$ cat src/rtl/spi_master_ctrl.sv
// SPI mode-0 master sequencer: drives SCLK/CS_N and the load/shift strobes of an external shift register.
// Latency: start sampled in IDLE -> done pulse 2+CLK_DIV*(1+2N) cycles later; rx_data valid with done.
// Backpressure: none; start is ignored while busy (no queuing), re-sampled once IDLE is reached.
module spi_master_ctrl #(
    parameter int N       = 8,
    parameter int CLK_DIV = 2
) (
    input  logic         clk,
    input  logic         n_reset,
    input  logic         start,
    input  logic         miso,
    input  logic [N-1:0] sr_q,
    output logic         sr_load,
    output logic         sr_shift,
    output logic         sr_sdatain,
    output logic         sclk,
    output logic         mosi,
    output logic         cs_n,
    output logic         busy,
    output logic         done,
    output logic [N-1:0] rx_data
);
    localparam int DW = $clog2(CLK_DIV + 1);
    localparam int BW = $clog2(N + 1);
    localparam logic [DW-1:0] DIV_LAST = DW'(CLK_DIV - 1);
    localparam logic [BW-1:0] BIT_END  = BW'(N);

    typedef enum logic [2:0] {
        IDLE  = 3'd0,
        LOAD  = 3'd1,
        SETUP = 3'd2,
        HIGH  = 3'd3,
        LOW   = 3'd4,
        DONE  = 3'd5
    } state_t;

    state_t        state;
    logic [DW-1:0] div_cnt;
    logic [BW-1:0] bit_cnt;
    logic [BW-1:0] bit_inc;
    logic [BW-1:0] bit_nxt;
    logic [N-1:0]  rx_cap;

    // MSB of the shift register goes straight out, so data leaves MSB first
    assign mosi    = sr_q[N-1];
    assign bit_inc = bit_cnt + BW'(1);
    // bit_cnt steps on the edge ending the first LOW cycle; with CLK_DIV=1 that is also the last one
    assign bit_nxt = (div_cnt == '0) ? bit_inc : bit_cnt;
    // With CLK_DIV=1 the final shift lands on the same edge that enters DONE, so capture the
    // value the register is about to take instead of its stale output.
    assign rx_cap  = sr_shift ? {sr_q[N-2:0], sr_sdatain} : sr_q;

    // Transfer sequencer; every output except mosi is registered here
    always_ff @(posedge clk or negedge n_reset) begin
        if (!n_reset) begin
            state      <= IDLE;
            div_cnt    <= '0;
            bit_cnt    <= '0;
            sclk       <= 1'b0;
            cs_n       <= 1'b1;
            sr_load    <= 1'b0;
            sr_shift   <= 1'b0;
            sr_sdatain <= 1'b0;
            busy       <= 1'b0;
            done       <= 1'b0;
            rx_data    <= '0;
        end else begin
            sr_load  <= 1'b0;
            sr_shift <= 1'b0;
            done     <= 1'b0;
            case (state)
                IDLE: begin
                    if (start) begin
                        state   <= LOAD;
                        sr_load <= 1'b1;
                        busy    <= 1'b1;
                        div_cnt <= '0;
                    end
                end
                LOAD: begin
                    state   <= SETUP;
                    cs_n    <= 1'b0;
                    div_cnt <= '0;
                    bit_cnt <= '0;
                end
                SETUP: begin
                    if (div_cnt == DIV_LAST) begin
                        state   <= HIGH;
                        sclk    <= 1'b1;
                        div_cnt <= '0;
                    end else begin
                        div_cnt <= div_cnt + DW'(1);
                    end
                end
                HIGH: begin
                    if (div_cnt == '0) begin
                        sr_sdatain <= miso;
                    end
                    if (div_cnt == DIV_LAST) begin
                        state    <= LOW;
                        sclk     <= 1'b0;
                        sr_shift <= 1'b1;
                        div_cnt  <= '0;
                    end else begin
                        div_cnt <= div_cnt + DW'(1);
                    end
                end
                LOW: begin
                    bit_cnt <= bit_nxt;
                    if (div_cnt == DIV_LAST) begin
                        div_cnt <= '0;
                        if (bit_nxt == BIT_END) begin
                            state   <= DONE;
                            done    <= 1'b1;
                            cs_n    <= 1'b1;
                            rx_data <= rx_cap;
                        end else begin
                            state <= HIGH;
                            sclk  <= 1'b1;
                        end
                    end else begin
                        div_cnt <= div_cnt + DW'(1);
                    end
                end
                DONE: begin
                    state <= IDLE;
                    busy  <= 1'b0;
                end
                default: begin
                    state <= IDLE;
                    busy  <= 1'b0;
                    cs_n  <= 1'b1;
                    sclk  <= 1'b0;
                end
            endcase
        end
    end
endmodule

$ cat config.mk
export PLATFORM = sky130hd
export DESIGN_NAME = spi_master_ctrl
export DESIGN_NICKNAME = d
export VERILOG_FILES = /design/src/rtl/spi_master_ctrl.sv
export SDC_FILE = /design/constraint.sdc
export NUM_CORES = 1
export LEC_CHECK = 0
export BUFFER_PORTS_ARGS = -buffer_cell sky130_fd_sc_hd__buf_2
export CORE_MARGIN = 3
export CORE_UTILIZATION = 57
export CTS_BUF_LIST = sky130_fd_sc_hd__clkbuf_16
export CTS_CLUSTER_DIAMETER = 150
export DETAILED_ROUTE_END_ITERATION = 8
export PLACE_DENSITY = 0.83
export SETUP_SLACK_MARGIN = 0.5
export SLEW_MARGIN = 20
export SYNTH_ARGS = -nofsm -noshare
export SYNTH_HDL_FRONTEND = slang
export SYNTH_SLANG_ARGS = --single-unit
export TNS_END_PERCENT = 30
$ cat constraint.sdc
create_clock -name clk -period 7 [get_ports clk]
set_input_delay 0.7 -clock clk [delete_from_list [all_inputs] [get_ports clk]]
set_output_delay 0.7 -clock clk [all_outputs]
set_load 0.02 [all_outputs]
Word-level counts from Yosys, hierarchy flattened
Cells that the tools add are included.

Add/subtract/negate cells: 2. $mul: 0. Divide/modulo/power cells: 0. $lt $le $gt $ge: 0. Equality and inequality tests: 13. Shifts and indexed selects: 0. Mux-type cells: 29. Bitwise gates (word level): 3. Reduce and logical (&&, ||, !) cells: 15.

Operators by type and width (number): 3-bit 2-to-1 mux (5); 3-bit one-hot mux with 5 select lines (1); 1-bit 2-to-1 mux (14); 2-bit inequality test (second input constant) (6); 8-bit 2-to-1 mux (1); 4-bit one-hot mux with 2 select lines (1); 4-bit OR reduction (2); 3-bit by 2-bit == test with 1-bit output (second input constant) (2); 3-bit == test (second input constant) (2); 2-bit one-hot mux with 3 select lines (1); 2-bit AND reduction (3); 3-bit AND reduction (2); 3-bit OR reduction (2); 5-bit AND reduction (1); 4-bit by 1-bit adder with 4-bit output (second input constant) (1); 4-bit == test (second input constant) (1); 2-bit 2-to-1 mux (2); 4-bit 2-to-1 mux (1); 1-bit one-hot mux with 4 select lines (1); 4-bit AND reduction (1); 3-bit by 1-bit == test with 1-bit output (second input constant) (1); 3-bit logical NOT (1); 1-bit NOT (3); 1-bit one-hot mux with 3 select lines (1); other kinds (6) (6).

Register bits after elaboration: 24. Latch bits: 0. RAM bits: 0. Bits in read-only memories: 0. Input bits: 12. Output and inout bits: 16. Word-level logic and storage cells: 73. Memories kept: 0.

Longest topological paths before layout
Gate-level depths: netlist of run 1.

Word-level depth: 6. Mapped depth: 5. Gate-level depth less buffers: 5.

Least setup slack after synthesis of run 1
No wires, ideal clock.

Kind: flip-flop to flip-flop. Start: register div_cnt[0]. End: register rx_data[0]. Setup time: 125 ps. Data arrival time: 2083 ps. Data required time: 6875 ps. Setup slack: 4792 ps. Cell stages (with the launch flop): 6. Buffers on the path: 1. Clock period less this slack: 2208 ps. Path through: dfrtp_1 buf_6 or2_4 or3_4 a2111oi_4 mux2_2.

Word-level cells in the longest chain between the ends: 4. Elaborated cells on any way between the ends: 5. Classes of those cells: eq/ne (2); mux (1); reduce/logical (2).

RTL lines: start, declared (RTL line 38) `logic [DW-1:0] div_cnt;`; start signal, assigned (RTL line 92) `div_cnt <= div_cnt + DW'(1);`; start signal, assigned (RTL line 105) `div_cnt <= div_cnt + DW'(1);`; start signal, assigned (RTL line 122) `div_cnt <= div_cnt + DW'(1);`; 2-bit logical NOT (RTL line 48) `assign bit_nxt = (div_cnt == '0) ? bit_inc : bit_cnt;`; 4-bit 2-to-1 mux (RTL line 48); 4-bit == test (RTL line 112) `if (bit_nxt == BIT_END) begin`; 3-bit AND reduction (no line) *; end signal, assigned (RTL line 116) `rx_data <= rx_cap;`; end, declared (RTL line 21) `output logic [N-1:0] rx_data`.

Every way passes the cells marked *; elsewhere a longest branch is shown, timed or not. A chain may end at the register's enable or synchronous reset.

Final worst setup path of run 1
Start: register state[0]. End: register rx_data[0].

Word-level cells in the longest chain between the ends: 2.

RTL lines: start, declared (RTL line 37) `state_t state;`; start signal, assigned (RTL line 56) `state <= IDLE;`; start signal, assigned (RTL line 74) `state <= LOAD;`; start signal, assigned (RTL line 81) `state <= SETUP;`; 3-bit == test (RTL line 71) `case (state)`; 3-bit AND reduction (no line).

Every way passes these cells.

==> results of run 1 <==
## flip-flops by register name, summed over array words and instances (netlist names)
register	cells
sr_sdatain	1
done	1
cs_n	1
rx_data	8
bit_cnt	4
sr_shift	1
busy	1
div_cnt	2
state	3
sr_load	1
sclk	1
## per-stage QoR
| step | instances | power [mW] |
|---|---|---|
| floorplan | 118 | 0.3851 |
| global route | 169 | 0.6354 |
| finish | 169 | 0.6027 |
| detailed placement | 165 | 0.4318 |
| global placement | 165 | 0.4263 |
| CTS | 169 | 0.6005 |
## path summary, 6_finish.rpt
kind,from,endpoint,slack (ps),cells past startpoint
worst max-delay path,state[0],rx_data[0],4440,4
worst min-delay path,n_reset,busy,420,1
worst max register to register,state[0],rx_data[0],4440,4
worst min register to register,rx_data[5],rx_data[5],510,1
max in group asynchronous,n_reset,cs_n,6210,1
min in group clk,rx_data[5],rx_data[5],510,1
## cell usage in the layout, fill, tap and decap left out, drive strengths merged, types with 2 or more instances in the layout
cell / instances
or3: 2
buf: 27
o22ai: 2
nand2: 8
a211oi: 2
o21ai: 7
inv: 4
clkbuf: 3
mux2: 17
a21oi: 7
nand3: 3
nor3: 5
dfrtp: 23
nor2: 7
a22oi: 2
## cell type report
class	count	area, µm²
Timing Repair Buffer	27	135.1
Inverter	4	15.01
Fill cell	149	535.5
Sequential cell	24	601.8
Clock inverter	1	30.03
Tap cell	27	33.78
Multi-Input combinational cell	83	615.6
Clock buffer	3	75.07
## power by group
group	total, mW	internal, mW	switching, mW
clock	0.161	0.114	0.0475
sequential	0.232	0.172	0.0599
combinational	0.210	0.0920	0.118
total	0.603	0.377	0.225
## cells by family after synthesis
group	Yosys count
compound gates	31
xor+xnor	2
fa+ha+maj	1
buf+inv	11
flops	24
mux	18
simple gates	31
## layer usage
metal	up-vias	wire [µm]	global-route usage, %
li1	486	-	-
met1	507	1172	29.34
met2	43	1568	40.61
met3	7	155	4.789
met4	0	43	6.383
met5	-	0	0
## worst max-delay path: cells and delay by family (launching register included)
family             cells  cell delay [ps]
AOI/OAI and AO/OA      1              620
DFF                    1              540
muxes                  1              410
and+or+nand+nor        2              870
==> flow_summary.html, run 1 <==
<table>
<tr><th>Metric</th><th>Value</th></tr>
<tr><th colspan="2">Status</th></tr>
<tr><td>Result of the run</td><td>complete, no violations</td></tr>
<tr><th colspan="2">Synth</th></tr>
<tr><td>Largest cells by area after synthesis</td><td>sky130_fd_sc_hd__dfrtp_1 45%, sky130_fd_sc_hd__mux2_2 15%, sky130_fd_sc_hd__a21oi_1 2.8%</td></tr>
<tr><td>Number of enable-type register cells in the synthesized netlist</td><td>0</td></tr>
<tr><td>Most used standard cells in the synthesized netlist</td><td>23 x sky130_fd_sc_hd__dfrtp_1, 17 x sky130_fd_sc_hd__mux2_2, 8 x sky130_fd_sc_hd__nand2_1</td></tr>
<tr><td>Post-synthesis cell count</td><td>118</td></tr>
<tr><td>Share of the synthesized area in compound gates (AO/OA/AOI/OAI)</td><td>17.73%</td></tr>
<tr><td>Distinct cell type count after synthesis</td><td>40</td></tr>
<tr><td>Largest family of logic cells by synthesized area</td><td>compound AO/OA/AOI/OAI gates</td></tr>
<tr><td>Library cell with the largest summed area after synthesis</td><td>sky130_fd_sc_hd__dfrtp_1</td></tr>
<tr><td>Simple logic cell fraction of the synthesized area</td><td>12.51%</td></tr>
<tr><td>Synthesized area per cell</td><td>10.76 µm²</td></tr>
<tr><td>Post-synthesis register bit count</td><td>24</td></tr>
<tr><td>Top flip-flop cell by instance count after synthesis</td><td>sky130_fd_sc_hd__dfrtp_1</td></tr>
<tr><td>Mux share of post-synthesis cell area</td><td>15.86%</td></tr>
<tr><td>Top-count cell post-synth</td><td>sky130_fd_sc_hd__dfrtp_1</td></tr>
<tr><td>Post-synthesis instance area</td><td>1270 µm²</td></tr>
<tr><td>Nets in the synthesized netlist</td><td>131</td></tr>
<tr><td>Portion of the post-synthesis area used by sequential elements</td><td>47.39%</td></tr>
<tr><td>Number of warnings printed during yosys synthesis</td><td>0</td></tr>
<tr><td>Fraction of synthesis flops using an asynchronous set or reset pin</td><td>100.0%</td></tr>
<tr><td>Share of the synthesized area in the top cell type</td><td>45.32%</td></tr>
<tr><td>Xor/xnor share of the synthesized area</td><td>1.379%</td></tr>
<tr><td>Synthesized-area fraction occupied by adder cells</td><td>0.9852%</td></tr>
<tr><th colspan="2">Clocking</th></tr>
<tr><td>CTS tree</td><td>yes</td></tr>
<tr><td>H-tree Lvls</td><td>1</td></tr>
<tr><td>CTS root buf</td><td>sky130_fd_sc_hd__clkbuf_16</td></tr>
<tr><td>Clock-pin slew of the registers on the worst-case setup and hold paths</td><td>60 ps</td></tr>
<tr><td>Number of clock buffers inserted by TritonCTS</td><td>3</td></tr>
<tr><td>Total of hold buffers inserted after clock tree synthesis</td><td>0</td></tr>
<tr><td>Post-CTS setup buffer count</td><td>0</td></tr>
<tr><td>Clock Path Buffers</td><td>2</td></tr>
<tr><td>Insertion delay to the later sink of the worst-skew pair</td><td>260 ps</td></tr>
<tr><td>Sinks on the clock net</td><td>24</td></tr>
<tr><td>Post-CTS sizing</td><td>0</td></tr>
<tr><th colspan="2">Timing</th></tr>
<tr><td>F_max</td><td>390.7 MHz</td></tr>
<tr><td>Fin worst setup slack</td><td>4441 ps</td></tr>
<tr><td>Final total negative setup slack</td><td>0 ps</td></tr>
<tr><td>Worst Max-Slew Pin Slew</td><td>684.5 ps</td></tr>
<tr><td>Number of endpoints failing setup at the final stage</td><td>0</td></tr>
<tr><td>Final count of hold timing violations</td><td>0</td></tr>
<tr><td>Worst Hold Slack</td><td>421.3 ps</td></tr>
<tr><td>Number of max-slew violations in the final report</td><td>0</td></tr>
<tr><td>Maximum clock skew at final layout</td><td>4.821 ps</td></tr>
<tr><td>Post-layout minimum cycle time</td><td>2559 ps</td></tr>
<tr><td>Final clock period utilization by the worst path</td><td>36.56%</td></tr>
<tr><td>Setup repair after global routing missed its margin</td><td>no</td></tr>
<tr><td>Max transition margin</td><td>54.37%</td></tr>
<tr><th colspan="2">Die</th></tr>
<tr><td>Starting Density</td><td>62.19%</td></tr>
<tr><td>Horizontal die dimension</td><td>53.20 µm</td></tr>
<tr><td>Die Area</td><td>2830 µm²</td></tr>
<tr><td>Core Box Area</td><td>2042 µm²</td></tr>
<tr><td># rows</td><td>16</td></tr>
<tr><td>Number of primary I/O pins</td><td>28</td></tr>
<tr><td>Height of the die</td><td>53.20 µm</td></tr>
<tr><th colspan="2">Setup path</th></tr>
<tr><td>Startpoint type of the worst setup path</td><td>flop</td></tr>
<tr><td>Slowest-stage cell, CP</td><td>sky130_fd_sc_hd__a2111oi_4</td></tr>
<tr><td>Biggest fanout along the worst timing path</td><td>15</td></tr>
<tr><td>Crit Path Class</td><td>reg -&gt; reg</td></tr>
<tr><td>Required time at the endpoint of the critical path</td><td>7140 ps</td></tr>
<tr><td>CP Cell Sequence</td><td>nor2_1 &gt; nand3_1 &gt; a2111oi_4 &gt; mux2_2</td></tr>
<tr><td>Max stage delay on crit path</td><td>620 ps</td></tr>
<tr><td>Worst endpoint data arrival time</td><td>2700 ps</td></tr>
<tr><td>Worst setup EP type</td><td>flop</td></tr>
<tr><th colspan="2">Pwr</th></tr>
<tr><td>Ratio of total power to cell area</td><td>400.1 nW/µm²</td></tr>
<tr><td>Leakage component of the power</td><td>0.6595 nW</td></tr>
<tr><td>Highest ir drop seen on vdd</td><td>376.3 µV</td></tr>
<tr><th colspan="2">GRT</th></tr>
<tr><td>Overall routing resource usage</td><td>23.50%</td></tr>
<tr><td>Residual overflow from global routing</td><td>0</td></tr>
<tr><td>Pin count of the biggest net entering global routing</td><td>25</td></tr>
<tr><td>Number of global-route vias before repair</td><td>970</td></tr>
<tr><td>First-pass GRT wire length</td><td>4795 µm</td></tr>
<tr><td>Antenna violations before repair</td><td>0</td></tr>
<tr><th colspan="2">Final layout</th></tr>
<tr><td>Share of cells above drive strength 1</td><td>38.03%</td></tr>
<tr><td>Final Net Count</td><td>156</td></tr>
<tr><td>Relative area change from synthesis to final layout</td><td>18.62%</td></tr>
<tr><td>Ant. Diodes</td><td>0</td></tr>
<tr><td>Post-layout instance area</td><td>1506 µm²</td></tr>
<tr><td>Utilization after layout</td><td>73.77%</td></tr>
<tr><th colspan="2">Routing</th></tr>
<tr><td>Average vias per placed instance</td><td>6.172</td></tr>
<tr><td>Aggregate routed wire length</td><td>2939 µm</td></tr>
<tr><td>Antenna Violating Nets Remaining</td><td>0</td></tr>
<tr><td>Routed len/inst</td><td>17.39 µm</td></tr>
<tr><td>Detailed-router iteration count before antenna repair</td><td>4</td></tr>
<tr><td>Number of remaining DRC errors</td><td>0</td></tr>
<tr><td>Iter 0 DRT Violations</td><td>28</td></tr>
<tr><td>Via count</td><td>1043</td></tr>
<tr><th colspan="2">Place</th></tr>
<tr><td>Post-placement worst setup slack</td><td>4574 ps</td></tr>
<tr><td>GPL Wtd Cong</td><td>0.8906</td></tr>
<tr><td>Number of buffers inserted by port buffering</td><td>27</td></tr>
<tr><td>Cell area reported after detailed placement</td><td>1401 µm²</td></tr>
<tr><td>HPWL after detailed placement</td><td>1902 µm</td></tr>
<tr><th colspan="2">Run</th></tr>
<tr><td>Number of maximum-capacitance violations</td><td>0</td></tr>
<tr><th colspan="2">Worst hold path</th></tr>
<tr><td>Hold/Removal Path Class</td><td>in -&gt; async</td></tr>
</table>
Power figures use the tool's default switching activity.
==> run 2: changes to the inputs <==
Settings changed: ABC_AREA from default to 1, CORE_ASPECT_RATIO from default to 1.75, CORE_UTILIZATION 57 to 48, PLACE_DENSITY 0.83 to 0.75.
Clock period 7 ns to 2.2 ns, I/O delays scaled along.
==> flow_summary.html, run 2 <==
<table>
<tr><th>Metric</th><th>Value</th></tr>
<tr><th colspan="2">Synth</th></tr>
<tr><td>Number of warnings printed during yosys synthesis</td><td>0</td></tr>
<tr><td>Library cell with the largest summed area after synthesis</td><td>sky130_fd_sc_hd__dfrtp_1</td></tr>
<tr><td>Simple logic cell fraction of the synthesized area</td><td>27.77%</td></tr>
<tr><td>Top flip-flop cell by instance count after synthesis</td><td>sky130_fd_sc_hd__dfrtp_1</td></tr>
<tr><td>Most used standard cells in the synthesized netlist</td><td>51 x sky130_fd_sc_hd__nand2_1, 23 x sky130_fd_sc_hd__dfrtp_1, 16 x sky130_fd_sc_hd__inv_1, 9 x sky130_fd_sc_hd__nor2_1, 8 x sky130_fd_sc_hd__o21ai_2</td></tr>
<tr><td>Fraction of synthesis flops using an asynchronous set or reset pin</td><td>100.0%</td></tr>
<tr><td>Post-synthesis instance area</td><td>1289 µm²</td></tr>
<tr><td>Nets in the synthesized netlist</td><td>169</td></tr>
<tr><td>Largest family of logic cells by synthesized area</td><td>simple AND/OR/NAND/NOR gates</td></tr>
<tr><td>Synthesized area per cell</td><td>8.261 µm²</td></tr>
<tr><td>Post-synthesis cell count</td><td>156</td></tr>
<tr><td>Portion of the post-synthesis area used by sequential elements</td><td>46.70%</td></tr>
<tr><td>Largest cells by area after synthesis</td><td>sky130_fd_sc_hd__dfrtp_1 45%, sky130_fd_sc_hd__nand2_1 15%, sky130_fd_sc_hd__mux2i_1 5.4%</td></tr>
<tr><td>Share of the synthesized area in compound gates (AO/OA/AOI/OAI)</td><td>11.84%</td></tr>
<tr><td>Top-count cell post-synth</td><td>sky130_fd_sc_hd__nand2_1</td></tr>
<tr><td>Distinct cell type count after synthesis</td><td>23</td></tr>
<tr><td>Mux share of post-synthesis cell area</td><td>5.437%</td></tr>
<tr><td>Xor/xnor share of the synthesized area</td><td>0%</td></tr>
<tr><td>Share of the synthesized area in the top cell type</td><td>44.66%</td></tr>
<tr><td>Post-synthesis register bit count</td><td>24</td></tr>
<tr><td>Number of enable-type register cells in the synthesized netlist</td><td>0</td></tr>
<tr><td>Synthesized-area fraction occupied by adder cells</td><td>0.9709%</td></tr>
<tr><th colspan="2">Timing</th></tr>
<tr><td>Setup repair after global routing missed its margin</td><td>no</td></tr>
<tr><td>Number of endpoints failing setup at the final stage</td><td>0</td></tr>
<tr><td>Number of max-slew violations in the final report</td><td>0</td></tr>
<tr><td>Worst Hold Slack</td><td>213.8 ps</td></tr>
<tr><td>Final clock period utilization by the worst path</td><td>75.48%</td></tr>
<tr><td>Worst Max-Slew Pin Slew</td><td>530.2 ps</td></tr>
<tr><td>Maximum clock skew at final layout</td><td>2.572 ps</td></tr>
<tr><td>Final count of hold timing violations</td><td>0</td></tr>
<tr><td>Final total negative setup slack</td><td>0 ps</td></tr>
<tr><td>Post-layout minimum cycle time</td><td>1661 ps</td></tr>
<tr><td>Fin worst setup slack</td><td>539.4 ps</td></tr>
<tr><td>Max transition margin</td><td>64.65%</td></tr>
<tr><td>F_max</td><td>602.2 MHz</td></tr>
<tr><th colspan="2">Final layout</th></tr>
<tr><td>Post-layout instance area</td><td>1623 µm²</td></tr>
<tr><td>Share of cells above drive strength 1</td><td>33.85%</td></tr>
<tr><td>Largest register by flop count</td><td>rx_data</td></tr>
<tr><td>Flip-flop count of the largest register, all copies and words added</td><td>8</td></tr>
<tr><td>Commonest non-fill, non-tap cells in the layout</td><td>48 x sky130_fd_sc_hd__nand2_1, 27 x sky130_fd_sc_hd__buf_2, 23 x sky130_fd_sc_hd__dfrtp_1, 16 x sky130_fd_sc_hd__inv_1, 9 x sky130_fd_sc_hd__nand2_2</td></tr>
<tr><td>Relative area change from synthesis to final layout</td><td>25.92%</td></tr>
<tr><td>Final Net Count</td><td>206</td></tr>
<tr><td>Ant. Diodes</td><td>0</td></tr>
<tr><td>Leading cell type in the layout, fill and taps excluded</td><td>sky130_fd_sc_hd__nand2_1</td></tr>
<tr><td>Largest registers ranked by flip-flop count</td><td>rx_data: 8 flops, bit_cnt: 4 flops, state: 3 flops</td></tr>
<tr><th colspan="2">Place</th></tr>
<tr><td>Cell area reported after detailed placement</td><td>1434 µm²</td></tr>
<tr><td>Number of buffers inserted by port buffering</td><td>27</td></tr>
<tr><td>GPL Wtd Cong</td><td>0.8443</td></tr>
<tr><td>HPWL after detailed placement</td><td>1979 µm</td></tr>
<tr><td>Post-placement worst setup slack</td><td>528.3 ps</td></tr>
<tr><th colspan="2">Worst hold path</th></tr>
<tr><td>Hold/Removal Path Class</td><td>in -&gt; reg</td></tr>
<tr><th colspan="2">Clocking</th></tr>
<tr><td>Sinks on the clock net</td><td>24</td></tr>
<tr><td>CTS root buf</td><td>sky130_fd_sc_hd__clkbuf_16</td></tr>
<tr><td>Insertion delay to the later sink of the worst-skew pair</td><td>260 ps</td></tr>
<tr><td>Clock Path Buffers</td><td>2</td></tr>
<tr><td>Clock-pin slew of the registers on the worst-case setup and hold paths</td><td>60 ps</td></tr>
<tr><td>CTS tree</td><td>yes</td></tr>
<tr><td>H-tree Lvls</td><td>1</td></tr>
<tr><td>Number of clock buffers inserted by TritonCTS</td><td>3</td></tr>
<tr><th colspan="2">Run</th></tr>
<tr><td>Number of maximum-capacitance violations</td><td>0</td></tr>
<tr><th colspan="2">GRT</th></tr>
<tr><td>Number of global-route vias before repair</td><td>1119</td></tr>
<tr><td>First-pass GRT wire length</td><td>4367 µm</td></tr>
<tr><td>Residual overflow from global routing</td><td>0</td></tr>
<tr><td>Antenna violations before repair</td><td>0</td></tr>
<tr><td>Pin count of the biggest net entering global routing</td><td>25</td></tr>
<tr><td>Overall routing resource usage</td><td>17.43%</td></tr>
<tr><th colspan="2">Routing</th></tr>
<tr><td>Iter 0 DRT Violations</td><td>27</td></tr>
<tr><td>Antenna Violating Nets Remaining</td><td>0</td></tr>
<tr><td>Via count</td><td>1161</td></tr>
<tr><td>Detailed-router iteration count before antenna repair</td><td>4</td></tr>
<tr><td>Number of remaining DRC errors</td><td>0</td></tr>
<tr><td>Routed len/inst</td><td>12.88 µm</td></tr>
<tr><td>Aggregate routed wire length</td><td>2807 µm</td></tr>
<tr><td>Average vias per placed instance</td><td>5.326</td></tr>
<tr><th colspan="2">Die</th></tr>
<tr><td>Horizontal die dimension</td><td>45.17 µm</td></tr>
<tr><td># rows</td><td>24</td></tr>
<tr><td>Core Box Area</td><td>2522 µm²</td></tr>
<tr><td>Starting Density</td><td>51.09%</td></tr>
<tr><td>Number of primary I/O pins</td><td>28</td></tr>
<tr><td>Die Area</td><td>3367 µm²</td></tr>
<tr><td>Height of the die</td><td>74.55 µm</td></tr>
<tr><th colspan="2">Pwr</th></tr>
<tr><td>Ratio of total power to cell area</td><td>1184 nW/µm²</td></tr>
<tr><td>Post-route total power</td><td>1.921 mW</td></tr>
<tr><td>Highest ir drop seen on vdd</td><td>758.8 µV</td></tr>
<tr><td>Leakage component of the power</td><td>0.8061 nW</td></tr>
<tr><th colspan="2">Setup path</th></tr>
<tr><td>Slowest-stage cell, CP</td><td>sky130_fd_sc_hd__dfrtp_1</td></tr>
<tr><td>Most numerous cell on the critical path</td><td>sky130_fd_sc_hd__nand2_2</td></tr>
<tr><td>Buf/Inv on CP</td><td>2</td></tr>
<tr><td>Startpoint type of the worst setup path</td><td>flop</td></tr>
<tr><td>Max stage delay on crit path</td><td>380 ps</td></tr>
<tr><td>Required time at the endpoint of the critical path</td><td>2390 ps</td></tr>
<tr><td>Largest delay contributor family on the critical path</td><td>simple AND/OR/NAND/NOR gates</td></tr>
<tr><td>Crit Path Class</td><td>reg -&gt; reg</td></tr>
<tr><td>Worst setup EP type</td><td>flop</td></tr>
<tr><td>CP Cell Sequence</td><td>ha_1 &gt; inv_1 &gt; nand2_1 &gt; nand2_2 &gt; nand2_2 &gt; nor2_4 &gt; buf_12 &gt; nand3_4 &gt; o21ai_2</td></tr>
<tr><td>Worst endpoint data arrival time</td><td>1850 ps</td></tr>
<tr><td>Biggest fanout along the worst timing path</td><td>8</td></tr>
<tr><th colspan="2">Status</th></tr>
<tr><td>Result of the run</td><td>complete, no violations</td></tr>
</table>
run 2: cell types whose count changed after synthesis, sizes merged, moves of 2 or more:
cell | previous run | this run
nor3 | 5 | 0
clkbuf | 4 | 0
mux2 | 17 | 0
a211oi | 2 | 0
o21ai | 7 | 16
mux2i | 1 | 7
a21oi | 7 | 3
nand3 | 3 | 7
a22oi | 2 | 0
inv | 4 | 19
nor2 | 7 | 14
or3 | 2 | 0
nand2 | 8 | 57
run 2: per-layer routing:
layer / GRT usage, % / vias to the layer above / wire, µm
met1: 16.44 / 546 / 1031
met4: 8.795 / 0 / 72
met5: 0 / - / 0
li1: - / 573 / -
met3: 2.421 / 9 / 140
met2: 34.07 / 33 / 1562
run 2: worst min-delay path, cell delays in order:
cell	delay [ps]
sky130_fd_sc_hd__buf_2	90
sky130_fd_sc_hd__inv_1	60
sky130_fd_sc_hd__nor4_1	60
run 2: through the flow:
| step | std cells | utilization [%] |
|---|---|---|
| final | 218 | 64.34 |
| after global routing | 218 | 64.34 |
| after CTS | 213 | 61.36 |
| after detailed placement | 206 | 56.85 |
| after global placement | 206 | 56.85 |
| after floorplan | 156 | - |
run 2: power breakdown:
group / switching, mW / internal (mW) / total [mW] / leakage (nW)
Clock: 0.148 / 0.243 / 0.391 / 0.0385
Sequential: 0.0873 / 0.542 / 0.630 / 0.276
Combinational: 0.566 / 0.334 / 0.900 / 0.491
run 2: final timing paths:
check                      depth (start not counted)          to  slack [ps]  startpoint
max                                                9  rx_data[7]         540  bit_cnt[1]
min                                                3     sr_load         210       start
max reg2reg                                        9  rx_data[7]         540  bit_cnt[1]
min reg2reg                                        2        cs_n         460        cs_n
max in group asynchronous                          2        cs_n        1360     n_reset
min in group asynchronous                          2  rx_data[6]         470     n_reset
run 2: cell type report:
class / count / area, µm²
inverters: 19 / 71.32
fillers: 225 / 899.6
well taps: 26 / 32.53
repair buffers: 33 / 195.2
multi-input cells: 112 / 643.1
clock inverters: 1 / 3.754
clock buffers: 3 / 75.07
flip-flops and latches: 24 / 601.8
run 2: logic make-up after synthesis:
group,after synthesis
mux,7
flops,24
buf+inv,22
compound gates,23
simple gates,79
fa+ha+maj,1
run 2: repair_timing:
action / 4_1_cts / 5_1_grt
hold buffers: 1 / 0
buffers inserted: 1 / 4
gates resized for setup: 1 / 6
hold endpoints to repair: 23 / 0
setup endpoints to repair: 7 / 14
cloned: 1 / 1
pin swaps: 0 / 3
